==> src/rtl/cpu_pkg.sv <==
// Shared execute-stage definitions: multiply op encodings, flag indices,
// flag-group write masks and the multiply FSM state type.
package cpu_pkg;

  localparam logic [2:0] MUL_OP_MUL   = 3'b000;
  localparam logic [2:0] MUL_OP_MLA   = 3'b001;
  localparam logic [2:0] MUL_OP_UMULL = 3'b100;
  localparam logic [2:0] MUL_OP_UMLAL = 3'b101;
  localparam logic [2:0] MUL_OP_SMULL = 3'b110;
  localparam logic [2:0] MUL_OP_SMLAL = 3'b111;

  localparam int FLAG_N = 4;
  localparam int FLAG_Z = 3;
  localparam int FLAG_C = 2;
  localparam int FLAG_V = 1;
  localparam int FLAG_Q = 0;

  localparam logic [2:0] FW_NZ = 3'b100;
  localparam logic [2:0] FW_CV = 3'b010;
  localparam logic [2:0] FW_Q  = 3'b001;

  typedef enum logic [2:0] {
    S_IDLE = 3'd0,
    S_PREP = 3'd1,
    S_MUL  = 3'd2,
    S_ACC  = 3'd3,
    S_DONE = 3'd4
  } mul_state_e;

  // Request fields captured at accept and held for the whole operation
  typedef struct packed {
    logic [2:0]  op;
    logic        set_flags;
    logic [31:0] acc_lo;
    logic [31:0] acc_hi;
  } mul_req_t;

  function automatic logic [31:0] abs32(input logic [31:0] x);
    return x[31] ? (~x + 32'd1) : x;
  endfunction

  function automatic logic is_long(input logic [2:0] op);
    return op[2];
  endfunction

  function automatic logic is_signed(input logic [2:0] op);
    return op[2] & op[1];
  endfunction

endpackage

==> src/rtl/mul_step.sv <==
// Combinational shift-add step: adds multiplicand << i for every set
// multiplier bit i of the current BITS_PER_CYCLE-wide slice.
module mul_step
  #(parameter int BITS_PER_CYCLE = 1)
  (
  input  logic [63:0]               mcand_i,
  input  logic [BITS_PER_CYCLE-1:0] bits_i,
  input  logic [63:0]               prod_i,
  output logic [63:0]               prod_o
);

  logic [BITS_PER_CYCLE-1:0][63:0] pp;

  for (genvar i = 0; i < BITS_PER_CYCLE; i++) begin : g_pp
    assign pp[i] = bits_i[i] ? (mcand_i << i) : 64'd0;
  end

  always_comb begin
    prod_o = prod_i;
    for (int i = 0; i < BITS_PER_CYCLE; i++) prod_o = prod_o + pp[i];
  end

endmodule

==> src/rtl/mul_unit.sv <==
// Iterative multiply / multiply-accumulate unit: sign-magnitude shift-add
// core, final negate + accumulate in ACC, N/Z flag generation.
module mul_unit
  import cpu_pkg::*;
  #(parameter int BITS_PER_CYCLE = 1)
  (
  input  logic        clk,
  input  logic        reset_n,
  input  logic        Start,
  input  logic        Flush,
  input  logic [2:0]  Op,
  input  logic        SetFlags,
  input  logic [31:0] SrcA,
  input  logic [31:0] SrcB,
  input  logic [31:0] AccLo,
  input  logic [31:0] AccHi,
  output logic        Busy,
  output logic        Done,
  output logic [31:0] ResultLo,
  output logic [31:0] ResultHi,
  output logic [4:0]  MulFlags,
  output logic [2:0]  MulFlagsWrite
);

  localparam int         N        = 32 / BITS_PER_CYCLE;
  localparam int         CNT_W    = 5;
  localparam logic [4:0] CNT_INIT = CNT_W'(N - 1);

  mul_state_e  state_q, state_d;
  mul_req_t    req_q;
  logic [63:0] mcand_q;
  logic [31:0] mplier_q;
  logic        neg_q;
  logic [63:0] prod_q;
  logic [CNT_W-1:0] cnt_q;
  logic [31:0] res_lo_q, res_hi_q;
  logic [4:0]  flags_q;

  logic        accept;
  logic [63:0] step_prod;
  logic [63:0] prod_fix, addend, acc_res;
  logic [4:0]  acc_flags;

  assign accept = (state_q == S_IDLE) && Start && !Flush;

  always_ff @(posedge clk) begin
    if (!reset_n) state_q <= S_IDLE;
    else          state_q <= state_d;
  end

  always_comb begin
    state_d = state_q;
    unique case (state_q)
      S_IDLE: if (Start && !Flush) state_d = S_PREP;
      S_PREP: state_d = Flush ? S_IDLE : S_MUL;
      S_MUL: begin
        if (Flush)           state_d = S_IDLE;
        else if (cnt_q == 0) state_d = S_ACC;
      end
      S_ACC:  state_d = Flush ? S_IDLE : S_DONE;
      S_DONE: state_d = S_IDLE;
      default: state_d = S_IDLE;
    endcase
  end

  mul_step #(.BITS_PER_CYCLE(BITS_PER_CYCLE)) u_step (
    .mcand_i (mcand_q),
    .bits_i  (mplier_q[BITS_PER_CYCLE-1:0]),
    .prod_i  (prod_q),
    .prod_o  (step_prod)
  );

  // Final fix-up: restore sign, then add the accumulator the op asks for
  always_comb begin
    prod_fix = neg_q ? (~prod_q + 64'd1) : prod_q;
    addend   = 64'd0;
    if (req_q.op == MUL_OP_MLA)
      addend = {32'd0, req_q.acc_lo};
    else if (req_q.op == MUL_OP_UMLAL || req_q.op == MUL_OP_SMLAL)
      addend = {req_q.acc_hi, req_q.acc_lo};
    acc_res   = prod_fix + addend;
    acc_flags = 5'd0;
    if (is_long(req_q.op)) begin
      acc_flags[FLAG_N] = acc_res[63];
      acc_flags[FLAG_Z] = (acc_res == 64'd0);
    end else begin
      acc_flags[FLAG_N] = acc_res[31];
      acc_flags[FLAG_Z] = (acc_res[31:0] == 32'd0);
    end
  end

  always_ff @(posedge clk) begin
    if (!reset_n) begin
      req_q    <= '0;
      mcand_q  <= 64'd0;
      mplier_q <= 32'd0;
      neg_q    <= 1'b0;
      prod_q   <= 64'd0;
      cnt_q    <= '0;
      res_lo_q <= 32'd0;
      res_hi_q <= 32'd0;
      flags_q  <= 5'd0;
    end else begin
      unique case (state_q)
        S_IDLE: if (accept) begin
          req_q.op        <= Op;
          req_q.set_flags <= SetFlags;
          req_q.acc_lo    <= AccLo;
          req_q.acc_hi    <= AccHi;
          mcand_q         <= {32'd0, SrcA};
          mplier_q        <= SrcB;
        end
        S_PREP: begin
          if (is_signed(req_q.op)) begin
            mcand_q  <= {32'd0, abs32(mcand_q[31:0])};
            mplier_q <= abs32(mplier_q);
            neg_q    <= mcand_q[31] ^ mplier_q[31];
          end else begin
            neg_q    <= 1'b0;
          end
          prod_q <= 64'd0;
          cnt_q  <= CNT_INIT;
        end
        S_MUL: begin
          prod_q   <= step_prod;
          mcand_q  <= mcand_q << BITS_PER_CYCLE;
          mplier_q <= mplier_q >> BITS_PER_CYCLE;
          cnt_q    <= cnt_q - 1'b1;
        end
        S_ACC: if (!Flush) begin
          res_lo_q <= acc_res[31:0];
          res_hi_q <= is_long(req_q.op) ? acc_res[63:32] : 32'd0;
          flags_q  <= acc_flags;
        end
        default: ;
      endcase
    end
  end

  assign Busy          = (state_q == S_PREP) || (state_q == S_MUL) || (state_q == S_ACC);
  assign Done          = (state_q == S_DONE);
  assign ResultLo      = res_lo_q;
  assign ResultHi      = res_hi_q;
  assign MulFlags      = flags_q;
  // A flush landing on DONE still completes but must not write flags
  assign MulFlagsWrite = (Done && req_q.set_flags && !Flush) ? FW_NZ : 3'b000;

endmodule

==> config.mk <==
export PLATFORM = sky130hd
export DESIGN_NAME = mul_unit
export DESIGN_NICKNAME = d
export VERILOG_FILES = /design/src/rtl/cpu_pkg.sv /design/src/rtl/mul_step.sv /design/src/rtl/mul_unit.sv
export SDC_FILE = /design/constraint.sdc
export NUM_CORES = 1
export LEC_CHECK = 0
export CAP_MARGIN = 10
export CELL_PAD_IN_SITES_DETAIL_PLACEMENT = 1
export CELL_PAD_IN_SITES_GLOBAL_PLACEMENT = 1
export CORE_MARGIN = 3
export CORE_UTILIZATION = 39
export CTS_CLUSTER_DIAMETER = 30
export CTS_CLUSTER_SIZE = 12
export DETAILED_ROUTE_END_ITERATION = 12
export PLACE_DENSITY = 0.83
export SLEW_MARGIN = 20
export SYNTH_ARGS = -nofsm -noshare
export SYNTH_HDL_FRONTEND = slang
export SYNTH_HIERARCHICAL = 1
export SYNTH_SLANG_ARGS = --single-unit
export TNS_END_PERCENT = 5
==> constraint.sdc <==
create_clock -name clk -period 6.35 [get_ports clk]
set_clock_uncertainty 0.2 [all_clocks]
set_input_delay 0.9525 -clock clk [delete_from_list [all_inputs] [get_ports clk]]
set_output_delay 0.9525 -clock clk [all_outputs]
set_load 0.005 [all_outputs]
== Word level (Yosys, flattened, before mapping) ==
Cells that the tools add are included.

* Output and inout port bits: 74
* Logic and storage cells: 85
* Input port bits: 136
* Bits in registers: 303

* Reduce and logical (&&, ||, !) cells: 21
* Bitwise operators: 6
* Equality and inequality tests: 13
* Muxes and demuxes: 24
* $add $sub $neg: 6

{| class="wikitable"
|+ Operators with widths
! cell !! count
|-
| 64-bit 2-to-1 mux || 6
|-
| 64-bit one-hot mux with 3 select lines || 1
|-
| 32-bit 2-to-1 mux || 5
|-
| 64-bit adder || 2
|-
| 64-bit one-hot mux with 2 select lines || 1
|-
| 32-bit one-hot mux with 3 select lines || 1
|-
| 32-bit by 1-bit adder with 32-bit output, second input constant || 2
|-
| 64-bit by 1-bit adder with 64-bit output, second input constant || 1
|-
| 64-bit zero test || 1
|-
| 32-bit NOT || 2
|-
| 64-bit NOT || 1
|-
| 32-bit zero test || 1
|-
| 3-bit 2-to-1 mux || 5
|-
| 3-bit one-hot mux with 4 select lines || 1
|-
| 5-bit one-hot mux with 2 select lines || 1
|-
| 3-bit == test, second input constant || 3
|-
| 2-bit != test, second input constant || 4
|-
| 4-bit AND reduction || 2
|-
| 3-bit by 1-bit == test with 1-bit output, second input constant || 2
|-
| 3-bit by 2-bit == test with 1-bit output, second input constant || 2
|-
| 2-bit AND reduction || 3
|-
| 1-bit logical AND || 5
|-
| 5-bit zero test || 1
|-
| 5-bit by 1-bit subtractor with 5-bit output, second input constant || 1
|-
| other kinds (13) || 16
|}

== Logic depth before layout (Yosys ltp) ==
* Depth in word-level cells: 7
* Gate-level depth with buffers: 23
* Depth with buffers taken out: 21

== By module ==
Netlist, hierarchy kept.

{| class="wikitable"
|+ By module, submodules not included
! module !! area each (µm²) !! cells each !! seq. area each (µm²) !! instances
|-
| mul_unit || 18821.8 || 2534 || 6065.8 || 1
|-
| mul_step || 4222.8 || 629 || 0.0 || 1
|}

== Least setup slack after synthesis ==
No wires, ideal clock.

* Path kind: reg2reg
* Start point: register prod_q[32]
* End point: register flags_q[3] (netlist: MulFlags[3])
* Setup time: 0.059 ns
* Path buffers: 1
* Stages on the path, launching flop included: 22
* Required time: 6.091 ns
* Path slack: 0.431 ns
* Clock period less this slack: 5.919 ns
* Data arrival time: 5.660 ns
* Cell sequence: dfxtp_1 -> or4_1 -> or3_1 -> nor4bb_1 -> nand3_1 -> inv_1 -> nand2_1 -> o21ai_0 -> xnor2_1 -> ha_1 -> clkbuf_1 -> nand4_1 -> nor4_1 -> nand3_1 -> o22ai_1 -> a41oi_1 -> a21o_1 -> o311a_1 -> or4_1 -> or4_1 -> or4_1 -> nand2_1

* Word-level cells in the longest chain between the ends: 6

{| class="wikitable"
|+ Ends and longest elaborated chain
! what !! line !! source
|-
| start: declaration || mul_unit.sv:34 || <nowiki>logic [63:0] prod_q;</nowiki>
|-
| start signal: assignment || mul_unit.sv:125 || <nowiki>prod_q <= step_prod;</nowiki>
|-
| 64-bit NOT || mul_unit.sv:75 || <nowiki>prod_fix = neg_q ? (~prod_q + 64'd1) : prod_q;</nowiki>
|-
| 64-bit by 1-bit adder with 64-bit output || mul_unit.sv:75 ||
|-
| 64-bit 2-to-1 mux * || mul_unit.sv:75 ||
|-
| 64-bit adder * || mul_unit.sv:81 || <nowiki>acc_res = prod_fix + addend;</nowiki>
|-
| 64-bit zero test * || mul_unit.sv:85 || <nowiki>acc_flags[FLAG_Z] = (acc_res == 64'd0);</nowiki>
|-
| 2-bit 2-to-1 mux * || mul_unit.sv:83 || <nowiki>if (is_long(req_q.op)) begin</nowiki>
|-
| end signal: assignment || mul_unit.sv:133 || <nowiki>flags_q <= acc_flags;</nowiki>
|-
| end: declaration || mul_unit.sv:37 || <nowiki>logic [4:0] flags_q;</nowiki>
|}

Every way passes the cells marked *; elsewhere a longest branch is shown, timed or not.
A chain may end at the register's enable or synchronous reset.

== Worst setup path in the final report ==
* Start point: register prod_q[10]
* End point: register flags_q[3] (netlist: MulFlags[3])

* Word-level cells in the longest chain between the ends: 6
* Elaborated cells on any way between the ends: 7
* Those cells by class: 2 x add/sub; 2 x mux; 1 x bitwise; 2 x reduce/logical

{| class="wikitable"
|+ Ends and longest elaborated chain
! what !! line
|-
| 64-bit NOT || mul_unit.sv:75
|-
| 64-bit by 1-bit adder with 64-bit output || mul_unit.sv:75
|-
| 64-bit 2-to-1 mux * || mul_unit.sv:75
|-
| 64-bit adder * || mul_unit.sv:81
|-
| 64-bit zero test / 32-bit zero test (equally long branches) || mul_unit.sv:85, mul_unit.sv:88
|-
| 2-bit 2-to-1 mux * || mul_unit.sv:83
|}

Marks and branches as above.

==> results by group <==
Detailed routing
  – Via count: 24.93k
  – Post-route ant nets: 0
  – Via density: 5.994
  – Post-Route WL: 89330 µm
  – Drt drc: 0
  – Iteration-0 DRC Markers: 1715
  – Total iterations of the first detailed-routing run: 5
  – Wire length per cell: 21.48 µm

Power
  – Pwr dens: 237.2 nW/µm²
  – Peak VDD IR: 0.1946 mV
  – P_leak: 11.86 nW

Logic synthesis
  – Syn Std Cell Area: 23040 µm²
  – Synth warnings: 6
  – Synthesized instance count: 3163
  – Avg Cell Area, Syn: 7.286 µm²
  – Seq/Total Area, Yosys: 26.32%
  – Number of synthesized flops with an enable pin: 0
  – Main synth FF type: dfxtp_1
  – Yosys cell types: 95
  – Share of synthesized registers carrying an async set or reset: 0%
  – Synth Register Bits: 303

Place
  – RePlAce Congestion: 0.9232
  – DP HPWL: 65760 µm
  – # port buffers: 204
  – Inst Count DP: 3999
  – Post-placement cell area: 25860 µm²

STA
  – Slew HR: 24.19%
  – Final setup violation count: 0
  – Final Cycle Share: 96.15%
  – Slew at the pin closest to its max-slew limit: 1.137 ns
  – Post-layout minimum cycle time: 6.106 ns
  – F_max: 163.8 MHz
  – Fin Hold WS: 0.2523 ns
  – Final hold vios: 0
  – Setup TNS: 0 ns
  – Max-slew violations: 0

Final layout
  – Multi-input gate area: 16060 µm²
  – Non-Filler Instances: 4159
  – Finished Cell Area: 28970 µm²
  – # nets final: 3593
  – Share of cells above drive strength 1: 9.313%
  – # fillers: 7076
  – Commonest non-fill, non-tap cell in the layout: nand2_1
  – Most frequent cells in the layout: 368 x nand2_1, 357 x nor2_1, 331 x a21oi_1
  – Area growth from synthesis to layout: 25.71%
  – FF/Latch Area: 6067 µm²

Critical path
  – Reg-to-reg startpoint: prod_q[10]
  – Worst-path fanout max: 12
  – Worst setup SP type: flop
  – Worst reg-to-reg path cell count: 19
  – Setup crit start: prod_q[10]
  – Worst reg2reg setup slack: 0.24 ns
  – Crit path arrival time: 6.50 ns
  – FF-to-FF End: MulFlags[3]
  – Setup crit end kind: flop
  – CP required: 6.74 ns
  – Setup CP Type: reg2reg

CTS
  – Htree depth: 3
  – Clk Tree Root Cell: clkbuf_16
  – Clock Path Buffers: 3
  – CTS buffer count: 83
  – Clock latency at the later pin of the worst-skew pair: 0.65 ns
  – Worst-path clk slew: 0.05 ns
  – Hold_buf cts: 0
  – Sink Count: 303
  – CTS tree: yes

Die
  – Row count: 88
  – Starting Density: 39.71%
  – Core footprint: 58030 µm²
  – Top Ports: 210
  – Chip height: 249.1 µm
  – Die area: 62040 µm²
  – Die width: 249.1 µm

Min path
  – Hold path start: ResultLo[23]
  – Tightest Hold Check Type: reg2reg
  – Hold Path End: ResultLo[23]
  – Hold depth: 2

Global routing
  – Vias in the first global route: 25.58k
  – GRT overflow: 0
  – Largest net degree at the start of global routing: 176
  – Initial antenna violation count: 1
  – Total GRT Usage: 27.57%
  – First-pass GRT wire length: 141300 µm

Run
  – Max Cap Violations: 0

Status
  – Status: completed
## how the worst max path moves through the flow
stage,endpoint
after floorplan,MulFlags[3]
after global placement,MulFlags[3]
after detailed placement,MulFlags[3]
after CTS,MulFlags[3]
after global routing,MulFlags[3]
final,MulFlags[3]
## Yosys cell counts, types with 22 or more instances
cell type  instances  area, µm²
o21bai_1          30      225.2
o21a_1            26      195.2
o21ai_0          185      925.9
inv_1             54      202.7
o31ai_1           29      217.7
nand3_1           54      270.3
nand4_1           45      281.5
a211oi_1          33      247.7
nor3_1            85      425.4
or3_1             28      175.2
nand2_1          369       1385
nor4_1            22      137.6
ha_1             131       1639
and2_1           119      744.5
xor2_1            50      437.9
xnor2_1          119       1042
a222oi_1          24      240.2
a22oi_1          127      953.4
and3_1            56      350.3
dfxtp_1          303       6066
nor2_1           360       1351
clkbuf_1         192      720.7
a21oi_1          334       1672
a21o_1            64      480.5
## power by group
group          switching (W)  total (W)  leakage (nW)  internal, W
logic               0.000301   0.000512          7.98     0.000211
clock network        0.00138    0.00435          1.42      0.00297
registers          0.0000564    0.00201          2.46      0.00196
## through the flow
| step | utilization, % | setup slack (ns) | power (W) |
|---|---|---|---|
| CTS | 49.64 | 0.004095 | 0.006925 |
| global placement | 44.57 | 0.2098 | 0.002518 |
| global route | 49.92 | -0.04206 | 0.007106 |
| detailed placement | 44.57 | 0.001319 | 0.002542 |
| floorplan | - | 0.4313 | 0.002336 |
| finish | 49.92 | 0.2444 | 0.006871 |
## worst max-delay path: stages (launching register included)
cell and delay [ns]:
dfxtp_1 0.36, or4_1 0.62, nand4b_1 0.21, buf_4 0.19
nor2_4 0.15, nand2_1 0.21, o31ai_1 0.32, xnor2_1 0.11
ha_1 0.45, a21oi_1 0.30, o21a_1 0.21, o32ai_1 0.13
or3_1 0.44, a21oi_1 0.21, nand2_1 0.11, o311a_1 0.38
or4_1 0.53, or4_1 0.40, or4_1 0.48, nand2_1 0.07
## sequential cells by signal, indices dropped and copies added (netlist names)
register  count
prod_q       64
ResultLo     32
mplier_q     32
ResultHi     32
mcand_q      64
cnt_q         5
neg_q         1
MulFlags      2
state_q       3
req_q        68
## area by class of cell
| class | instances | share of cell area (%) |
|---|---|---|
| Antenna cell | 1 | 0.008638 |
| Inverter | 54 | 0.7256 |
| Sequential cell | 303 | 20.94 |
| Multi-Input combinational cell | 2588 | 55.44 |
| Timing Repair Buffer | 294 | 9.424 |
| Tap cell | 765 | 3.304 |
| Clock buffer | 105 | 7.731 |
| Clock inverter | 49 | 2.419 |
## what timing repair did
| action | 4_1_cts | 5_1_grt |
|---|---|---|
| hold endpoints to repair | 0 | 0 |
| setup buffers | 0 | 5 |
| endpoints found under the setup margin | 0 | 1 |
| resized for setup | 0 | 28 |
## metal layers
metal / wire length, µm / global-route usage, %
met1: 41400 / 37.39
met2: 41300 / 45.11
met3: 4124 / 3.435
met4: 2501 / 9.731
met5: 12 / 0
## cell families (layout without fill, tap and decap cells)
group                      count (synthesis)  count (layout)  synth area share [%]
AOI/OAI and AO/OA                       1027            1027                 28.95
adders and majority gates                133             133                 7.286
xor gates and xnor gates                 169             169                 6.423
other                                      1               6               0.01627
buffers and inverters                    276             502                 4.718
DFF                                      303             303                 26.32
and+or+nand+nor                         1247            1247                 25.97
muxes                                      7               7                0.3149
Power figures use the tool's default switching activity.
